==> src/rtl/jump_unit.sv <==
// JAL/JALR execution unit: one-cycle registered result with valid/ready handshake and flush.
// Optional return-address stack is built when JUMP_UNIT_RAS_EN is defined.
module jump_unit #(
    parameter int PC_WIDTH  = 32,
    parameter int RAS_DEPTH = 4
) (
    input  logic                iCLK,
    input  logic                iRST_N,
    input  logic                iVALID,
    output logic                oREADY,
    input  logic [31:0]         iIR,
    input  logic [PC_WIDTH-1:0] iPC,
    input  logic [31:0]         iRS1,
    input  logic                iFLUSH,
    output logic                oVALID,
    input  logic                iREADY,
    output logic [4:0]          oRD,
    output logic                oWE,
    output logic [31:0]         oREG_IN,
    output logic [PC_WIDTH-1:0] oPCBR,
    output logic                oMISALIGN,
    output logic                oILLEGAL,
    output logic [PC_WIDTH-1:0] oRAS_PRED,
    output logic                oRAS_HIT
);

    localparam logic [6:0] OP_JAL  = 7'b1101111;
    localparam logic [6:0] OP_JALR = 7'b1100111;

    logic                r_valid;
    logic [4:0]          r_rd;
    logic                r_we;
    logic [31:0]         r_reg_in;
    logic [PC_WIDTH-1:0] r_pcbr;
    logic                r_misalign;
    logic                r_illegal;

    logic [4:0]          w_rd;
    logic                w_is_jal;
    logic                w_is_jalr;
    logic                w_legal;
    logic [31:0]         w_jal_imm;
    logic [31:0]         w_jalr_imm;
    logic [PC_WIDTH-1:0] w_jal_sum;
    logic [PC_WIDTH-1:0] w_jalr_sum;
    logic [PC_WIDTH-1:0] w_target;
    logic [PC_WIDTH-1:0] w_link_pc;
    logic                w_misalign;
    logic                w_ok;
    logic                w_we;
    logic                w_accept;

    assign w_rd       = iIR[11:7];
    assign w_is_jal   = (iIR[6:0] == OP_JAL);
    assign w_is_jalr  = (iIR[6:0] == OP_JALR) && (iIR[14:12] == 3'b000);
    assign w_legal    = w_is_jal || w_is_jalr;

    assign w_jal_imm  = {{11{iIR[31]}}, iIR[31], iIR[19:12], iIR[20], iIR[30:21], 1'b0};
    assign w_jalr_imm = {{20{iIR[31]}}, iIR[31:20]};

    // Sums are formed directly at PC_WIDTH so the modulo-2^PC_WIDTH wrap is implicit.
    assign w_jal_sum  = iPC + w_jal_imm[PC_WIDTH-1:0];
    assign w_jalr_sum = iRS1[PC_WIDTH-1:0] + w_jalr_imm[PC_WIDTH-1:0];
    assign w_link_pc  = iPC + PC_WIDTH'(4);

    always_comb begin
        w_target = '0;
        if (w_is_jal) begin
            w_target = w_jal_sum;
        end else if (w_is_jalr) begin
            w_target = w_jalr_sum & ~PC_WIDTH'(1);
        end
    end

    assign w_misalign = w_legal && w_target[1];
    assign w_ok       = w_legal && !w_target[1];
    assign w_we       = w_ok && (w_rd != 5'd0);

    assign oREADY   = !r_valid || iREADY;
    assign w_accept = iVALID && oREADY && !iFLUSH;

    always_ff @(posedge iCLK or negedge iRST_N) begin
        if (!iRST_N) begin
            r_valid    <= 1'b0;
            r_rd       <= '0;
            r_we       <= 1'b0;
            r_reg_in   <= '0;
            r_pcbr     <= '0;
            r_misalign <= 1'b0;
            r_illegal  <= 1'b0;
        end else if (iFLUSH) begin
            r_valid <= 1'b0;
        end else if (w_accept) begin
            r_valid    <= 1'b1;
            r_rd       <= w_rd;
            r_we       <= w_we;
            r_reg_in   <= w_legal ? 32'(w_link_pc) : 32'd0;
            r_pcbr     <= w_target;
            r_misalign <= w_misalign;
            r_illegal  <= !w_legal;
        end else if (iREADY) begin
            r_valid <= 1'b0;
        end
    end

    assign oVALID    = r_valid;
    assign oRD       = r_rd;
    assign oWE       = r_we;
    assign oREG_IN   = r_reg_in;
    assign oPCBR     = r_pcbr;
    assign oMISALIGN = r_misalign;
    assign oILLEGAL  = r_illegal;

`ifdef JUMP_UNIT_RAS_EN
    localparam int PTR_W = (RAS_DEPTH > 1) ? $clog2(RAS_DEPTH) : 1;

    logic [PC_WIDTH-1:0] r_ras [RAS_DEPTH];
    logic [PTR_W-1:0]    r_ptr;
    logic [PTR_W:0]      r_cnt;
    logic [PC_WIDTH-1:0] r_ras_pred;
    logic                r_ras_hit;

    logic [4:0]          w_rs1;
    logic                w_rd_link;
    logic                w_rs1_link;
    logic                w_pop;
    logic                w_push;
    logic                w_can_pop;
    logic [PTR_W-1:0]    w_top_idx;
    logic [PC_WIDTH-1:0] w_pred;
    logic                w_hit;
    logic [PTR_W-1:0]    w_ptr_mid;
    logic [PTR_W:0]      w_cnt_mid;
    logic [PTR_W-1:0]    w_ptr_next;
    logic [PTR_W:0]      w_cnt_next;

    assign w_rs1      = iIR[19:15];
    assign w_rd_link  = (w_rd == 5'd1) || (w_rd == 5'd5);
    assign w_rs1_link = (w_rs1 == 5'd1) || (w_rs1 == 5'd5);
    assign w_pop      = w_ok && w_is_jalr && w_rs1_link && (w_rs1 != w_rd);
    assign w_push     = w_ok && w_rd_link;

    assign w_can_pop  = w_pop && (r_cnt != '0);
    assign w_top_idx  = r_ptr - PTR_W'(1);
    assign w_pred     = w_can_pop ? r_ras[w_top_idx] : '0;
    assign w_hit      = w_can_pop && (w_pred == w_target);

    // A pop-then-push reuses the popped slot, so the push lands on the post-pop pointer.
    assign w_ptr_mid  = w_can_pop ? w_top_idx : r_ptr;
    assign w_cnt_mid  = w_can_pop ? (r_cnt - (PTR_W+1)'(1)) : r_cnt;

    always_comb begin
        w_ptr_next = w_ptr_mid;
        w_cnt_next = w_cnt_mid;
        if (w_push) begin
            w_ptr_next = w_ptr_mid + PTR_W'(1);
            if (w_cnt_mid != (PTR_W+1)'(RAS_DEPTH)) begin
                w_cnt_next = w_cnt_mid + (PTR_W+1)'(1);
            end
        end
    end

    always_ff @(posedge iCLK or negedge iRST_N) begin
        if (!iRST_N) begin
            r_ptr      <= '0;
            r_cnt      <= '0;
            r_ras_pred <= '0;
            r_ras_hit  <= 1'b0;
        end else if (w_accept) begin
            r_ptr      <= w_ptr_next;
            r_cnt      <= w_cnt_next;
            r_ras_pred <= w_pred;
            r_ras_hit  <= w_hit;
        end
    end

    always_ff @(posedge iCLK) begin
        if (w_accept && w_push) begin
            r_ras[w_ptr_mid] <= w_link_pc;
        end
    end

    assign oRAS_PRED = r_ras_pred;
    assign oRAS_HIT  = r_ras_hit;
`else
    assign oRAS_PRED = '0;
    assign oRAS_HIT  = 1'b0;
`endif

endmodule

==> config.mk <==
export PLATFORM = sky130hd
export DESIGN_NAME = jump_unit
export DESIGN_NICKNAME = d
export VERILOG_FILES = /design/src/rtl/jump_unit.sv
export SDC_FILE = /design/constraint.sdc
export NUM_CORES = 1
export LEC_CHECK = 0
export CORE_MARGIN = 1
export CORE_UTILIZATION = 25
export DETAILED_ROUTE_END_ITERATION = 6
export PLACE_DENSITY_LB_ADDON = 0.1
export SYNTH_ARGS = -nofsm -noshare
export SYNTH_HDL_FRONTEND = slang
export SYNTH_SLANG_ARGS = --single-unit
==> constraint.sdc <==
create_clock -name iCLK -period 2.2 [get_ports iCLK]
set_input_delay 0.44 -clock iCLK [delete_from_list [all_inputs] [get_ports iCLK]]
set_output_delay 0.44 -clock iCLK [all_outputs]
set_load 0.01 [all_outputs]
### Yosys cells after proc, flatten, opt, wreduce, memory -nomap -nowiden

Cells that the tools add are included.

* add/sub/neg operators: 3
* equality and inequality tests: 2
* bitwise operators: 1
* muxes and demuxes: 6
* reduce and logical (&&, ||, !) cells: 16

Operator list (count)
* 32-bit 2-to-1 mux: 3
* 32-bit adder: 2
* 32-bit by 3-bit adder with 32-bit output (second input constant): 1
* 7-bit equality test (second input constant): 2
* 1-bit logical AND: 6
* 5-bit nonzero test: 1
* 1-bit zero test: 4
* 3-bit zero test: 1
* 1-bit 2-to-1 mux: 3
* 3-bit nonzero test: 1
* 1-bit logical OR: 2
* 2-bit AND reduction: 1
* 1-bit inverter: 1

* word-level logic and storage cells: 35
* register bits: 73
* output and inout bits: 107
* input port bits: 101

### Logic depth before layout (Yosys ltp)

* depth after elaboration: 7
* mapped depth: 12
* gate-level depth less buffers: 12

### Worst setup path before layout

OpenSTA, ideal clock, no wires.

* path type: input -> register
* start: input port iIR[21]
* end: register r_pcbr[31], in the netlist oPCBR[31]
* required time: 2080 ps
* setup slack: -867 ps
* buffers on the path: 0
* stages on the path: 12
* data arrival time: 2947 ps
* setup time: 120 ps
* cells stage by stage: ha_1 -> inv_1 -> fa_1 -> nand2b_1 -> a21o_1 -> a211oi_2 -> o221a_2 -> a311o_2 -> a21oi_2 -> o311a_1 -> or3_1 -> a31o_1

* word-level cells in the longest chain between the ends: 3
* elaborated cells between the ends (all ways): 4
* classes of those cells: add/sub: 2; mux: 2

RTL lines
* start: declaration: RTL line 11 `input logic [31:0] iIR,`
* 32-bit adder: RTL line 63 `assign w_jalr_sum = iRS1[PC_WIDTH-1:0] + w_jalr_imm[PC_WIDTH-1:0];`
* 32-bit 2-to-1 mux: RTL line 70 `end else if (w_is_jalr) begin`
* 32-bit 2-to-1 mux (*): RTL line 68 `if (w_is_jal) begin`
* end signal: assignment: RTL line 98 `r_pcbr <= w_target;`
* end: declaration: RTL line 34 `logic [PC_WIDTH-1:0] r_pcbr;`

Mark *: on every way between the ends. The rest lies on a longest branch, timed or not.
A chain may end at the register's enable or synchronous reset.

### Worst setup path in the final report

* start: input port iPC[1]
* end: register r_pcbr[31], in the netlist oPCBR[31]

* word-level cells in the longest chain between the ends: 2

RTL lines
* start: declaration: RTL line 12 `input logic [PC_WIDTH-1:0] iPC,`
* 32-bit adder: RTL line 62 `assign w_jal_sum = iPC + w_jal_imm[PC_WIDTH-1:0];`
* 32-bit 2-to-1 mux: RTL line 68

No other way between the ends.

==> key figures <==
Global route
  – Total Routing Usage GR: 18.8%
  – Total gr overflow: 0
  – Largest net degree at the start of global routing: 48
  – Antenna violations before repair: 0
  – First-pass GRT wire length: 41400 um
  – Vias in the first global route: 7703

Critical path
  – Critical path class: input pin to flop
  – Crit path DAT: 2.99 ns
  – Crit path max fanout: 2
  – R2R depth: 8
  – Required time of the worst setup path: 2.43 ns
  – Crit. End Element: flop
  – Worst setup SP type: input pin

Synth
  – Synth warn: 0
  – Seq cells post-synth: 73
  – Top cell type by total area after synthesis: dfrtp_1
  – Mapped Cells: 844
  – Average size of a mapped cell: 8.03 sq um
  – Post-synth EDFFs: 0
  – Synth area leaders: dfrtp_1, ha_1, nand2_1
  – Synth Flop Type: dfrtp_1
  – Mapped cell area: 6780 sq um
  – Cell variety after synth: 65
  – Sequential-to-total area share from yosys stat: 27.0%
  – Area share of the largest cell type after synthesis: 27.0%
  – Most common cell in the synthesized netlist: nand2_1
  – Most frequent cells after synthesis: nand2_1, nor2_1, o21ai_0
  – Post-synth ARST share: 100%

Clock network
  – Longest Clk Path Bufs: 2
  – Worst skew pair latency: 0.35 ns
  – CTS H-tree depth: 3
  – Clock Pin Slew Worst Setup and Hold Paths: 0.06 ns
  – Clk Tree Root Cell: clkbuf_16
  – CTS tree: built
  – CTS Sinks: 73
  – CTS buffer count: 9

Flow run
  – Max_cap viols: 0

STA
  – Final Slew Violations: 0
  – Final worst slack: -0.555 ns
  – RSZ-0062 raised after global routing: true
  – Final Setup Violations: 18
  – Fin Clk Skew: 0.00789 ns
  – Hold Vio Cnt, Final: 0
  – Final Cycle Share: 125%
  – Tightest hold margin: 0.314 ns
  – Fmax: 0.363 GHz
  – Crit path time final: 2.76 ns

Power and ir drop
  – Total power: 5640 uW
  – P per Cell Area: 450 nW/um^2
  – Leakage: 0.00553 uW
  – Peak supply drop: 0.000398 V

Routing
  – DR vias: 7667
  – Antenna Violating Nets Remaining: 0
  – Drt drc: 0
  – Vias/cell: 4.71
  – WL/cell: 16.3 um
  – Final wirelength: 26600 um
  – DRT Pass-1 Iters: 5
  – Iteration-0 DRC Markers: 441

Final layout
  – Area growth syn-to-layout: 84.8%
  – Design Area, Final: 12500 sq um
  – Diode count: 0
  – Share of cells above drive strength 1: 39.1%
  – Final Util: 47.5%
  – Final #Nets: 1451

Floorplan
  – Core Area: 26400 sq um
  – IO Pins: 208
  – Die Span Y: 167 um
  – Die width: 167 um
  – Total Die Area: 27800 sq um
  – Initial cell density of the core: 25.7%
  – Rows: 59

Min path
  – Hold depth: 2
  – Class of the worst hold path: input pin to flop

Outcome
  – Failing checks: setup timing
  – Status: finished, violations left

Placed design
  – Area after DPL: 10800 sq um
  – I/O Buffers: 174
  – Placer Congestion: 0.823
  – Dpl ws: -1.47 ns
  – HPWL Detailed: 20800 um
-- power by group --
group / internal [uW] / switching [uW] / total (uW)
Clock: 883 / 616 / 1500
Combinational: 1420 / 1250 / 2670
Sequential: 1420 / 50.3 / 1470
-- logic make-up after synthesis --
logic type | share of synthesized area (%)
and+or+nand+nor | 18.8
AOI/OAI and AO/OA | 25.8
buffers and inverters | 6.44
xor gates and xnor gates | 9.69
DFF | 27.0
adders and majority gates | 11.9
muxes | 0.443
other | 0.0553
-- what timing repair did --
| item | in CTS | in global routing |
|---|---|---|
| pin swaps | 90 | 93 |
| setup endpoints to repair | 35 | 29 |
| hold buffers | 1 | 0 |
| cloned | 1 | 0 |
| buffers inserted | 22 | 18 |
| hold endpoints to repair | 3 | 0 |
| resized for setup | 311 | 95 |
-- cell usage in the layout (no fill, tap or decap), drive strengths merged, types with 15 or more instances in the layout --
| master | synthesis | layout |
|---|---|---|
| buf | 39 | 320 |
| clkdlybuf4s50 | 0 | 119 |
| nand2 | 104 | 104 |
| nor2 | 79 | 79 |
| o21ai | 79 | 79 |
| dfrtp | 73 | 73 |
| a21oi | 64 | 64 |
| ha | 61 | 61 |
| xnor2 | 39 | 39 |
| xor2 | 36 | 36 |
| conb | 1 | 33 |
| a21o | 29 | 29 |
| nand3 | 20 | 20 |
| nand4 | 17 | 17 |
| inv | 16 | 17 |
| a221oi | 17 | 17 |
| clkbuf | 27 | 15 |
-- layer usage --
layer / wire [um] / vias to the layer above / global-route usage [%]
met5: 0 / - / 0
met4: 393 / 0 / 5.39
met3: 951 / 28 / 2.31
met2: 12000 / 182 / 29.9
met1: 13200 / 3580 / 26.7
li1: - / 3877 / -
-- critical path: stages --
cell and delay [ns]:
buf_8 0.08, ha_4 0.13, inv_2 0.03, fa_2 0.33, nand2b_4 0.15, a21o_1 0.19
a211oi_4 0.26, o221a_4 0.24, a311o_2 0.20, a21oi_2 0.06, o311a_1 0.30, or3_4 0.39
a31o_1 0.19
-- worst paths after layout --
check / to / start / slack, ns
min in group asynchronous: oPCBR[8]$_DFFE_PN0P_ / iRST_N / 0.44
max: oPCBR[31]$_DFFE_PN0P_ / iPC[1] / -0.56
min: oREG_IN[1]$_DFFE_PN0P_ / iPC[1] / 0.31
max in group asynchronous: oPCBR[20]$_DFFE_PN0P_ / iRST_N / 1.25
min reg2reg: oRD[1]$_DFFE_PN0P_ / oRD[1]$_DFFE_PN0P_ / 0.47
max reg2reg: oPCBR[31]$_DFFE_PN0P_ / oVALID$_DFFE_PN0P_ / 0.29
-- cell type report --
cell class / instances / area, sq um
clock buffers: 10 / 229
clock inverters: 6 / 67.6
fillers: 2591 / 13800
inverters: 16 / 60.1
multi-input cells: 721 / 5880
flip-flops and latches: 73 / 1830
well taps: 335 / 419
repair buffers: 466 / 4040
-- registers in the layout, summed over array words and instances (netlist names) --
name and count:
oILLEGAL 1, oMISALIGN 1, oPCBR 32, oRD 5
oREG_IN 32, oVALID 1, oWE 1
-- per-stage QoR --
stage / instances / setup TNS [ns]
2_1_floorplan: 876 / -4.92
5_1_grt: 1627 / -6.06
3_5_place_dp: 1578 / -36.76
4_1_cts: 1616 / -4.70
6_report: 1627 / -4.31
3_3_place_gp: 1578 / -36.01
Power figures use the tool's default switching activity.
